===== config.mk =====
export PLATFORM = sky130hd
export DESIGN_NAME = gpio_reg_arbiter
export DESIGN_NICKNAME = d
export VERILOG_FILES = /design/src/rtl/gpio_reg_arbiter.sv
export SDC_FILE = /design/constraint.sdc
export NUM_CORES = 1
export LEC_CHECK = 0
export ABC_AREA = 1
export BUFFER_PORTS_ARGS = -buffer_cell sky130_fd_sc_hd__buf_2
export CAP_MARGIN = 30
export CORE_MARGIN = 3
export CORE_UTILIZATION = 46
export CTS_CLUSTER_SIZE = 14
export DETAILED_ROUTE_END_ITERATION = 6
export PLACE_DENSITY = 0.81
export SETUP_SLACK_MARGIN = 0.2
export SLEW_MARGIN = 10
export SYNTH_ARGS = -nofsm -noshare
export SYNTH_HDL_FRONTEND = slang
export SYNTH_SLANG_ARGS = --single-unit

===== constraint.sdc =====
create_clock -name clock -period 1.26 [get_ports clock]
set_input_delay 0.063 -clock clock [delete_from_list [all_inputs] [get_ports clock]]
set_output_delay 0.063 -clock clock [all_outputs]
set_load 0.02 [all_outputs]

===== src/rtl/gpio_reg_arbiter.sv =====
// Two-master round-robin arbiter in front of a single GPIO register port.
// Each transaction runs IDLE (accept) -> ISSUE -> RESP -> IDLE.
module gpio_reg_arbiter #(
  parameter int unsigned DATA_W = 32
) (
  input  logic              clock,
  input  logic              reset,
  input  logic              m0_valid,
  input  logic              m0_wen,
  input  logic [DATA_W-1:0] m0_wdata,
  output logic              m0_ready,
  output logic              m0_rvalid,
  output logic [DATA_W-1:0] m0_rdata,
  input  logic              m1_valid,
  input  logic              m1_wen,
  input  logic [DATA_W-1:0] m1_wdata,
  output logic              m1_ready,
  output logic              m1_rvalid,
  output logic [DATA_W-1:0] m1_rdata,
  output logic              io_reg_valid,
  output logic              io_reg_wen,
  output logic              io_reg_ren,
  output logic [DATA_W-1:0] io_reg_wdata,
  input  logic [DATA_W-1:0] io_reg_rdata,
  output logic              busy
);

  typedef enum logic [1:0] {IDLE, ISSUE, RESP} state_t;

  state_t              r_state;
  state_t              w_next;
  logic                r_last_grant;
  logic                r_gnt;
  logic                r_wen;
  logic [DATA_W-1:0]   r_wdata;
  logic [DATA_W-1:0]   r_rdata;
  logic                w_pick;
  logic                w_accept;

  // Contention goes to whoever did not win last; otherwise the lone requester.
  assign w_pick   = (m0_valid && m1_valid) ? ~r_last_grant : m1_valid;
  assign w_accept = (r_state == IDLE) && (m0_valid || m1_valid);
  assign busy     = (r_state != IDLE);

  always_ff @(posedge clock or negedge reset) begin
    if (!reset) begin
      r_state      <= IDLE;
      r_last_grant <= 1'b1;
      r_gnt        <= 1'b0;
      r_wen        <= 1'b0;
      r_wdata      <= '0;
      r_rdata      <= '0;
    end else begin
      r_state <= w_next;
      if (w_accept) begin
        r_gnt        <= w_pick;
        r_last_grant <= w_pick;
        r_wen        <= w_pick ? m1_wen   : m0_wen;
        r_wdata      <= w_pick ? m1_wdata : m0_wdata;
      end
      if (r_state == ISSUE && !r_wen) begin
        r_rdata <= io_reg_rdata;
      end
    end
  end

  always_comb begin
    w_next       = r_state;
    m0_ready     = 1'b0;
    m1_ready     = 1'b0;
    m0_rvalid    = 1'b0;
    m1_rvalid    = 1'b0;
    m0_rdata     = '0;
    m1_rdata     = '0;
    io_reg_valid = 1'b0;
    io_reg_wen   = 1'b0;
    io_reg_ren   = 1'b0;
    io_reg_wdata = '0;
    case (r_state)
      IDLE: begin
        // Gated by reset so ready stays low while reset is held.
        if (reset && w_accept) begin
          w_next = ISSUE;
          if (w_pick) m1_ready = 1'b1;
          else        m0_ready = 1'b1;
        end
      end
      ISSUE: begin
        w_next       = RESP;
        io_reg_valid = 1'b1;
        io_reg_wen   = r_wen;
        io_reg_ren   = ~r_wen;
        io_reg_wdata = r_wdata;
      end
      RESP: begin
        w_next = IDLE;
        if (r_gnt) begin
          m1_rvalid = 1'b1;
          m1_rdata  = r_wen ? '0 : r_rdata;
        end else begin
          m0_rvalid = 1'b1;
          m0_rdata  = r_wen ? '0 : r_rdata;
        end
      end
      default: w_next = IDLE;
    endcase
  end

endmodule


==> qor.yml, run 1 <==
port_buffers: 205
ioPinCount: 206
hp-start: "m0_wdata[23]"
min_period_ns: 1.67
clk_latency_ns: 0.35
crit_arrival_ns: 1.61
crit_path_cell_trace: "inv_2, nor2_2, nand2_1, buf_12, nor2_1, buf_4"
vdd_drop_max_uv: 774
gr-usage-all-layers_pct: 34.2
dr.pass1.iters: 6
failed_checks: "negative setup slack"
slowest_stage: "dfrtp_2"
cts_root_buffer: "clkbuf_8"
die_y_um: 99.1
grt_setup_unrepaired: "true"
dp_cells: 925
cts_sinks: 69
die_w_um: 99.1
vias_per_cell: 5.61
routedWlPerCell_um: 20.2
netlist_instances: 621
nNetsFinal: 994
synth_top_area_share_pct: 42.7
clk_pin_slew_ns: 0.08
pwr-share-seq_pct: 34.5
cts_tree: "built"
gr-total-overflow: 0
antenna_cells: 0
crit_buf_inv: 3
synth_area_um2: 3990
coreArea_um2: 8300
antenna_found_initial: 0
place_congestion: 0.883
setup_ws_ns: -0.412
syn_to_final_growth_pct: 92.5
yosys-top-cells-area: "dfrtp_1 (43%), nand2_1 (22%), inv_1 (9.8%)"
setup_violations: 170
post-dp-hpwl_um: 8750
ys_warn_count: 0
initial_utilization_pct: 48.0
critPathTopFamily: "flip-flops"
route.detailed.drc: 0
intPower_mw: 6.16
rows: 33
crit_required_ns: 1.20
drive_gt1_share_pct: 53.4
clk_path_buf_depth: 2
routed_wl_um: 20300
synth_nets: 723
holdCritPathClass: "in2reg"
pwr-share-clk_pct: 18.9
grt_max_degree: 70
tightest_slew_ns: 0.371
drt-initial-drc-count: 423
combPwrFrac_pct: 46.6
power.density_nw_per_um2: 1400
utilization_pct: 92.4
p_sw_mw: 4.61
critPathLaunch: "r_state[1]$_DFFE_PN0P_"
yosys.area.top_type: "dfrtp_1"
reg2reg_from: "r_state[1]$_DFFE_PN0P_"
fmax_ghz: 0.598
status: "finished, violations left"
reg2reg_setup_slack_ns: -0.25
worstSetupPathType: "reg2out"
grt_pass1_wl_um: 26500
ant_nets: 0
p_leak_nw: 4.28
syn_avg_cell_area_um2: 6.42
cp_max_fo: 33
cts_made_buffers: 9
synth.distinct_cells: 18
die-area_um2: 9820
yosysSeqAreaShare_pct: 43.4
pre_cts_ws_ns: -0.0549
first_global_vias: 5389
layout.cells.non_filler: 1002
finalCritPeriodShare_pct: 133
slew_headroom_pct: 75.3
setup_tns_ns: -42.89
p_sw_share_pct: 42.8
finalHoldViolations: 0
start_kind: "register"
vias: 5622
h-tree-depth: 3
clock_skew_ns: 0.00892
maxCapViolations: 0
end_kind: "output pin"
slowest_delay_ns: 0.43
slew_viol_final: 0
yosys_register_bits: 69
-- state kept, by name (all words and copies together), names as in the netlist --
register,count
r_gnt,1
r_last_grant,1
r_rdata,32
r_state,2
r_wdata,32
r_wen,1
-- worst register-to-register path, stage by stage, from the launching register on --
cell and delay [ns]:
dfrtp_2 0.43, inv_2 0.06, buf_4 0.13, buf_6 0.11, nand2_4 0.07, nor2_4 0.05, buf_12 0.14, buf_6 0.11
buf_8 0.12, nand3_2 0.08, nand2_1 0.08
-- per-stage QoR --
stage	hold slack, ns	area (um2)	power, mW
final	0.0236	7670	10.8
after global routing	0.0337	7670	11.2
after CTS	0.00845	7150	9.54
after detailed placement	0.117	5510	6.56
after global placement	0.115	5510	6.43
after floorplan	-0.233	4260	5.52
-- cells by family (layout without fill, tap and decap cells) --
family | count (synthesis) | in the layout | share of synthesized area [%]
flip-flops | 69 | 69 | 43.4
AO/OA/AOI/OAI | 2 | 2 | 0.534
buffers and inverters | 142 | 418 | 14.9
AND/OR/NAND/NOR | 408 | 408 | 41.2
-- cell usage after synthesis --
master,count
nand2_1,233
inv_1,104
nor2_1,103
dfrtp_1,68
nand3_1,66
buf_2,18
clkbuf_1,7
buf_4,4
buf_6,3
inv_2,3
nand2_2,3
buf_1,2
nor2_4,2
clkinv_1,1
dfstp_2,1
nor3_2,1
o21ai_0,1
o21ai_4,1
-- routing by layer --
metal	routed length (um)	global-route usage, %	part of all wire [%]
met4	1300	18.3	6.4
met3	2140	7.08	11
met5	0	0	0
met2	10100	61.2	50
met1	6720	37.7	33
-- placed cells by master (no fill, tap or decap), types with 2 or more instances in the layout --
cell type	n
inv_2	3
nand2_1	139
buf_16	10
buf_4	94
bufinv_16	2
nor2_4	35
inv_4	3
nand3_2	27
nand3_4	6
buf_2	102
buf_8	5
nand3_1	33
inv_1	102
nor2_2	27
buf_6	35
dlygate4sd3_1	33
nand2_2	66
dfrtp_1	67
clkbuf_8	9
nand2_4	31
clkinv_4	2
clkinv_2	2
nor2_1	43
buf_12	15
-- area by class of cell --
class                           instances  area (um2)
Sequential cell                        69        1730
Fill cell                             287         629
Clock inverter                          6        87.6
Timing Repair Buffer                  294        2590
Multi-Input combinational cell        410        2590
Inverter                              108         413
Tap cell                              105         131
Clock buffer                           10         128
-- power groups by stage --
stage               logic (mW)  clock network [mW]  registers, mW
finish                    5.02                2.04           3.71
detailed placement        3.11                   0           3.45
floorplan                 2.19                   0           3.33
CTS                       4.08                1.97           3.49
global placement          3.02                   0           3.41
global route              5.31                2.12           3.76
-- timing repair --
action	in CTS	in global routing
gates cloned	12	0
hold buffers	33	0
resized for setup	229	143
hold endpoints to repair	100	0
endpoints found under the setup margin	172	172
setup buffers	13	3
pin swaps	51	54
-- worst paths after layout --
check                                                 to  cells after the start
worst max-delay path                        m1_rdata[29]                      6
worst min-delay path             r_wdata[23]$_DFFE_PN0P_                      5
worst max register to register   r_wdata[18]$_DFFE_PN0P_                     10
worst min register to register   r_wdata[30]$_DFFE_PN0P_                      2
max in group asynchronous       r_last_grant$_DFFE_PN1P_                      3
min in group asynchronous        r_wdata[30]$_DFFE_PN0P_                      3
(Power assumes the default switching activity.)
==> run 2: changes to the inputs <==
--- a/config.mk
+++ b/config.mk
@@ -8,6 +8,7 @@
 export ABC_AREA = 1
 export BUFFER_PORTS_ARGS = -buffer_cell sky130_fd_sc_hd__buf_2
 export CAP_MARGIN = 30
+export CORE_ASPECT_RATIO = 0.75
 export CORE_MARGIN = 3
 export CORE_UTILIZATION = 46
 export CTS_CLUSTER_SIZE = 14
==> run 2 against run 1 <==
  * The run now fails in global routing
  * Synthesized cell count did not move
  * Area after synthesis did not move
==> qor.yml, run 2 <==
initial_utilization_pct: 48.8  # +0.80 points
synth_nets: 723  # unchanged
synth.distinct_cells: 18  # unchanged
gr-total-overflow: 141
clk_path_buf_depth: 2  # unchanged
yosysMostFrequentCell: "nand2_1"
worst_endpoint: "m0_rdata[31]"
stop_stage: "global routing"
netlist_instances: 621  # unchanged
ioPinCount: 206  # unchanged
yosys.area.top_type: "dfrtp_1"
post-dp-hpwl_um: 8850  # +1.1%
antenna_found_initial: 1
place_congestion: 0.854  # -3.3%
async_reset_ff_share_pct: 100  # unchanged
h-tree-depth: 3  # unchanged
yosys-top-cells-area: "dfrtp_1 (43%), nand2_1 (22%), inv_1 (9.8%)"
synth_area_um2: 3990  # unchanged
pre_cts_ws_ns: 0.0135  # +0.0683 ns
port_buffers: 205  # unchanged
die_y_um: 86.6  # -13%
grt_max_degree: 70
yosys_register_bits: 69  # unchanged
status: "aborted with a tool error"
ys_warn_count: 0  # unchanged
cts_root_buffer: "clkbuf_16"
gr-usage-all-layers_pct: 75.2
rows: 28  # -15%
synth_top_area_share_pct: 42.7  # unchanged
syn_avg_cell_area_um2: 6.42  # unchanged
yosysSeqAreaShare_pct: 43.4  # unchanged
synth-edff-count: 0  # unchanged
dp_cells: 917  # -0.86%
die_w_um: 113  # +15%
synthTopCellsByCount: "nand2_1 (233), inv_1 (104), nor2_1 (103), dfrtp_1 (68), nand3_1 (66)"
error_message: "[ERROR GRT-0232] Routing congestion too high. Check the congestion heatmap in the GUI."
cts_sinks: 69  # unchanged
worst-ep-kind: "top-level output"
cts_made_buffers: 9  # unchanged
ys.flop_type: "dfrtp_1"
[run 2: cell counts after synthesis]
Identical to the previous run, type by type.
[run 2: what timing repair did]
action,in CTS
buffers inserted,10
gates cloned,8
endpoints found under the hold margin,100
setup endpoints to repair,172
hold buffers,33
pin swaps,6
resized for setup,213
[run 2: kinds of logic after synthesis]
family / share of synthesized area [%]
AOI/OAI and AO/OA: 0.534
DFF: 43.4
buffers and inverters: 14.9
and+or+nand+nor: 41.2
[run 2: layer usage]
layer / GRT overflow / GRT usage [%]
met5: 0 / 8.21
met4: 39 / 85.7
met3: 1 / 54.6
met2: 99 / 97.1
met1: 2 / 71.7
[run 2: metrics by stage]
| stage | area, um2 | hold WS (ns) | utilization [%] | TNS (ns) |
|---|---|---|---|---|
| 2_1_floorplan | 4260 | -0.233 | - | 0 |
| 3_5_place_dp | 5450 | 0.119 | 66.8 | 0 |
| 3_3_place_gp | 5450 | 0.113 | 66.8 | 0 |
| 4_1_cts | 7000 | 0.0364 | 85.8 | -24.42 |
==> run 3: changes to the inputs <==
--- a/config.mk
+++ b/config.mk
@@ -8,13 +8,10 @@
 export ABC_AREA = 1
 export BUFFER_PORTS_ARGS = -buffer_cell sky130_fd_sc_hd__buf_2
 export CAP_MARGIN = 30
-export CORE_ASPECT_RATIO = 0.75
 export CORE_MARGIN = 3
-export CORE_UTILIZATION = 46
-export CTS_CLUSTER_SIZE = 14
+export CORE_UTILIZATION = 35
 export DETAILED_ROUTE_END_ITERATION = 6
-export PLACE_DENSITY = 0.81
-export SETUP_SLACK_MARGIN = 0.2
+export PLACE_DENSITY_LB_ADDON = 0.15
 export SLEW_MARGIN = 10
 export SYNTH_ARGS = -nofsm -noshare
 export SYNTH_HDL_FRONTEND = slang
==> run 3 against run 2 <==
  * The flow now finishes, with violations (negative setup slack)
==> qor.yml, run 3 (synthesized netlist as in run 1, its figures left out) <==
status: "finished, violations left"
failed_checks: "negative setup slack"
end_kind: "output pin"
clk_latency_ns: 0.32
rows: 38  # +36%
routedWlPerCell_um: 13.6
initial_utilization_pct: 36.3  # -13 points
nNetsFinal: 972
die-area_um2: 12700
cp_max_fo: 33
clock_skew_ns: 0.00663
power.density_nw_per_um2: 1420
slew_viol_final: 0
finalHoldViolations: 0
coreArea_um2: 11000
min_period_ns: 1.52
whs_ns: 0.0452
clk_pin_slew_ns: 0.06
reg2reg_setup_slack_ns: -0.14
fmax_ghz: 0.657
tightest_slew_ns: 0.365
antenna_found_initial: 0
layout.cells.non_filler: 1015
port_buffers: 205  # unchanged
drt-initial-drc-count: 258
holdPathStages: 5
post-dp-hpwl_um: 8240  # -6.8%
vdd_drop_max_uv: 653
grt_setup_unrepaired: "true"
hold_end: "r_wdata[2]$_DFFE_PN0P_"
routed_wl_um: 13800
crit_arrival_ns: 1.46
crit_required_ns: 1.20
vias_per_cell: 4.60
p_leak_nw: 3.99
first_global_vias: 4471
ant_nets: 0
cts_made_buffers: 9  # unchanged
mostFrequentLayoutCell: "nand2_1"
reg_top3: "r_rdata: 32 flops, r_wdata: 32 flops, r_state: 2 flops"
hp-start: "m0_wdata[2]"
gr-usage-all-layers_pct: 20.9
h-tree-depth: 3  # unchanged
cts_sinks: 69  # unchanged
cts_tree: "built"
maxCapViolations: 0
setup_ws_ns: -0.263
nFillCells: 924
dr.pass1.iters: 5
place_congestion: 0.844  # -1.2%
start_kind: "register"
route.detailed.drc: 0
grt_pass1_wl_um: 21800
slew_headroom_pct: 75.6
drive_gt1_share_pct: 42.3
grt_max_degree: 70
holdCritPathClass: "in2reg"
reg2reg_to: "r_rdata[28]$_DFFE_PN0P_"
vias: 4667
setup_violations: 169
antenna_cells: 0
clk_path_buf_depth: 2  # unchanged
reg2reg_from: "r_state[0]$_DFFE_PN0P_"
dp_cells: 950  # +3.6%
die_y_um: 113  # +30%
die_w_um: 113  # -0.68%
finalCritPeriodShare_pct: 121
cts_root_buffer: "clkbuf_16"
syn_to_final_growth_pct: 79.3
reg2regPathDepth: 10
gr-total-overflow: 0
final_cell_mix: "nand2_1 (175), inv_1 (103), buf_2 (102)"
pre_cts_ws_ns: 0.00273  # -0.0107 ns
ioPinCount: 206  # unchanged
worstSetupPathType: "reg2out"
## run 3: critical path: stages, from the launching register on
cell and delay [ns]:
dfrtp_2 0.41, inv_2 0.05, nor2_2 0.11, nand2_1 0.11
buf_12 0.18, nor2_1 0.12, buf_4 0.16
## run 3: worst max-delay path by stage
stage                           startpoint                to  slack (ns)  cells past startpoint
finish              r_state[1]$_DFFE_PN0P_      m1_rdata[15]       -0.26                      6
floorplan           r_state[1]$_DFFE_PN0P_  io_reg_wdata[10]      -0.006                      4
detailed placement  r_state[1]$_DFFE_PN0P_   io_reg_wdata[1]       0.003                      5
global route        r_state[1]$_DFFE_PN0P_      m1_rdata[13]       -0.39                      6
CTS                 r_state[1]$_DFFE_PN0P_          m1_ready       -0.29                      4
global placement    r_state[1]$_DFFE_PN0P_  io_reg_wdata[13]       0.006                      5
## run 3: area by class of cell
| type | instances | area (um2) | area share (%) |
|---|---|---|---|
| clock buffers | 10 | 239 | 3.34 |
| clock inverters | 6 | 70.1 | 0.980 |
| inverters | 108 | 420 | 5.88 |
| multi-input cells | 410 | 2180 | 30.5 |
| flip-flops and latches | 69 | 1730 | 24.2 |
| well taps | 140 | 175 | 2.45 |
| repair buffers | 272 | 2330 | 32.6 |
## run 3: power breakdown
part	internal (mW)	switching (mW)	leakage, nW
registers	3.00	0.573	0.836
logic	1.76	2.29	3.01
clock network	1.60	0.964	0.142
total	6.35	3.82	3.99
## run 3: stage by stage
stage / total power, mW / cell area, um2 / utilization [%] / TNS [ns]
2_1_floorplan: 5.25 / 3990 / - / -0.166
3_3_place_gp: 6.16 / 5260 / 47.8 / 0
3_5_place_dp: 6.24 / 5260 / 47.8 / 0
4_1_cts: 9.61 / 6740 / 61.4 / -25.67
5_1_grt: 10.9 / 7150 / 65.1 / -44.11
6_report: 10.2 / 7150 / 65.1 / -28.29
## run 3: routing by layer
metal  wire (um)  track usage [%]  share of wire, %
met1        5670             26.9                41
met3         962             3.37               7.0
met2        7010             36.8                51
met4         171             5.05               1.2
met5           0                0                 0
## run 3: timing repair
action | CTS | global route
setup buffers | 5 | 4
setup endpoints to repair | 102 | 170
endpoints found under the hold margin | 100 | 0
cloned | 5 | 4
pin swaps | 2 | 22
hold buffers | 33 | 0
gates resized for setup | 218 | 106
==> run 4: changes to the inputs <==
--- a/config.mk
+++ b/config.mk
@@ -6,7 +6,7 @@
 export NUM_CORES = 1
 export LEC_CHECK = 0
 export ABC_AREA = 1
-export BUFFER_PORTS_ARGS = -buffer_cell sky130_fd_sc_hd__buf_2
+export BUFFER_PORTS_ARGS = -buffer_cell sky130_fd_sc_hd__buf_4
 export CAP_MARGIN = 30
 export CORE_MARGIN = 3
 export CORE_UTILIZATION = 35
==> constraint.sdc (replaced) <==
create_clock -name clock -period 1.26 [get_ports clock]
set_input_delay 0.126 -clock clock [delete_from_list [all_inputs] [get_ports clock]]
set_output_delay 0.126 -clock clock [all_outputs]
set_load 0.02 [all_outputs]
==> run 4 against run 3 <==
  * The run still ends with negative setup slack left
  * First-iteration DRC count decreased by 8.1%
  * Combinational power increased by 18%
  * Routed wire length increased by 13%
  * Critical endpoint is now m0_rdata[27]
==> qor.yml, run 4 (synthesized netlist as in run 1, its figures left out) <==
critPathLaunch: "r_state[1]$_DFFE_PN0P_"
ant_nets: 0  # unchanged
fin_area_um2: 8010  # +12%
slew_headroom_pct: 75.1  # -0.53 points
route.detailed.drc: 0  # unchanged
fmax_ghz: 0.598  # -8.9%
vias_per_cell: 4.67  # +1.6%
maxCapViolations: 0  # unchanged
met3WireLength_um: 1130  # +18%
finalHoldViolations: 0  # unchanged
worstSetupPathType: "reg2out"
clk_pin_slew_ns: 0.06  # about the same
cts_tree: "built"
pwr-share-clk_pct: 23.0  # -2.2 points
dpl-instance-area_um2: 5970  # +14%
regArea_um2: 1730  # about the same
power.density_nw_per_um2: 1360  # -4.3%
nNetsFinal: 987  # +1.5%
crit_required_ns: 1.13  # -0.07 ns
clock_skew_ns: 0.00241  # -0.00423 ns
coreArea_um2: 11000  # unchanged
place_congestion: 0.878  # +4.0%
vias: 4810  # +3.1%
routed_wl_um: 15600  # +13%
status: "finished, violations left"
h-tree-depth: 3  # unchanged
reg_top3: "r_rdata: 32 flops, r_wdata: 32 flops, r_state: 2 flops"
rows: 38  # unchanged
setup_tns_ns: -49.81  # -21.52 ns
clk_path_buf_depth: 2  # unchanged
dr.pass1.iters: 4  # -1
holdCritPathClass: "in2reg"
grt_pass1_wl_um: 22400  # +2.8%
start_kind: "register"
nFillCells: 815  # -12%
antenna_found_initial: 0  # unchanged
antenna_cells: 0  # unchanged
port_buffers: 205  # unchanged
ioPinCount: 206  # unchanged
combPwrFrac_pct: 43.6  # +3.9 points
crit_arrival_ns: 1.55  # +0.09 ns
p_sw_mw: 4.20  # +9.9%
p_sw_share_pct: 38.5  # +0.89 points
slew_viol_final: 0  # unchanged
cts_made_buffers: 9  # unchanged
syn_to_final_growth_pct: 101
gr-usage-all-layers_pct: 21.7  # +0.85 points
die_y_um: 113  # unchanged
hp-start: "io_reg_rdata[9]"
gr-total-overflow: 0  # unchanged
cts_root_buffer: "clkbuf_16"
met1Wirelength_um: 5940  # +4.7%
tightest_slew_ns: 0.373  # +0.00800 ns
drive_gt1_share_pct: 53.6  # +11 points
failed_checks: "negative setup slack"
reg2reg_from: "r_state[1]$_DFFE_PN0P_"
first_global_vias: 4698  # +5.1%
die-area_um2: 12700  # unchanged
maxUsedRoutingLayer: "met4"
wl_met2_um: 8150  # +16%
cts_sinks: 69  # unchanged
initial_utilization_pct: 36.3  # unchanged
final_cell_mix: "nand2_1 (160), buf_4 (160), inv_1 (100)"
die_w_um: 113  # unchanged
pre_cts_ws_ns: -0.0826  # -0.0854 ns
clk_latency_ns: 0.32  # about the same
min_period_ns: 1.67  # +0.148 ns
routedWlPerCell_um: 15.1  # +11%
p_leak_nw: 4.26  # +6.7%
setup_ws_ns: -0.412  # -0.148 ns
post-dp-hpwl_um: 9200  # +12%
intPower_mw: 6.72  # +5.8%
drt-initial-drc-count: 237  # -8.1%
pwr-share-seq_pct: 33.4  # -1.7 points
end_kind: "output pin"
multi_input_area_um2: 2500  # +14%
grt_setup_unrepaired: "true"
finalCritPeriodShare_pct: 133  # +12 points
vdd_drop_max_uv: 645  # -1.3%
total_power_mw: 10.9  # +7.3%
setup_violations: 170  # +0.59%
grt_max_degree: 70  # unchanged
cp_max_fo: 12  # -64%
-- run 4: critical path, cell delays in order, from the launching register on --
cell and delay [ns]:
dfrtp_2 0.42, inv_2 0.07, nor2_4 0.16, nand2_4 0.11, clkbuf_16 0.20, nor2_2 0.09, buf_4 0.15
-- run 4: power groups by stage --
stage,clock network (mW),logic [mW],registers (mW)
6_report,2.51,4.77,3.65
5_1_grt,2.66,5.17,3.74
4_1_cts,2.57,3.90,3.43
3_5_place_dp,0,3.27,3.44
3_3_place_gp,0,3.20,3.41
2_1_floorplan,0,2.07,3.33
-- run 4: area by class of cell --
class	count	share of cell area, %
multi-input cells	410	31.2
well taps	140	2.19
inverters	108	5.34
clock inverters	4	0.593
repair buffers	287	36.0
clock buffers	12	3.08
flip-flops and latches	69	21.6
-- run 4: per-stage QoR --
step           hold slack (ns)  cells  utilization [%]
2_1_floorplan           -0.170    621                -
3_3_place_gp             0.178    955             54.4
3_5_place_dp             0.191    955             54.4
4_1_cts                0.00262   1014             64.8
5_1_grt                 0.0186   1030             72.9
6_report                0.0211   1030             72.9
-- run 4: metal layers --
metal  track usage, %  up-vias
met4             7.13        0
met2             38.1      204
li1                 -     2344
met1             26.3     2232
met5                0        -
met3             5.03       30
-- run 4: path summary, 6_finish.rpt --
check | end | slack (ns) | depth (start not counted)
min in group asynchronous | r_wdata[28]$_DFFE_PN0P_ | 0.43 | 3
worst min-delay path | r_rdata[9]$_DFFE_PN0P_ | 0.02 | 3
worst min register to register | r_wdata[7]$_DFFE_PN0P_ | 0.47 | 2
worst max-delay path | m0_rdata[27] | -0.41 | 6
max in group asynchronous | r_last_grant$_DFFE_PN1P_ | 0.50 | 3
worst max register to register | r_wdata[0]$_DFFE_PN0P_ | -0.39 | 11
-- run 4: what timing repair did --
action,in CTS,in global routing
pin swaps,4,52
hold endpoints to repair,95,0
buffers inserted,14,8
hold buffers,28,0
gates cloned,3,11
setup endpoints to repair,139,170
gates resized for setup,114,182
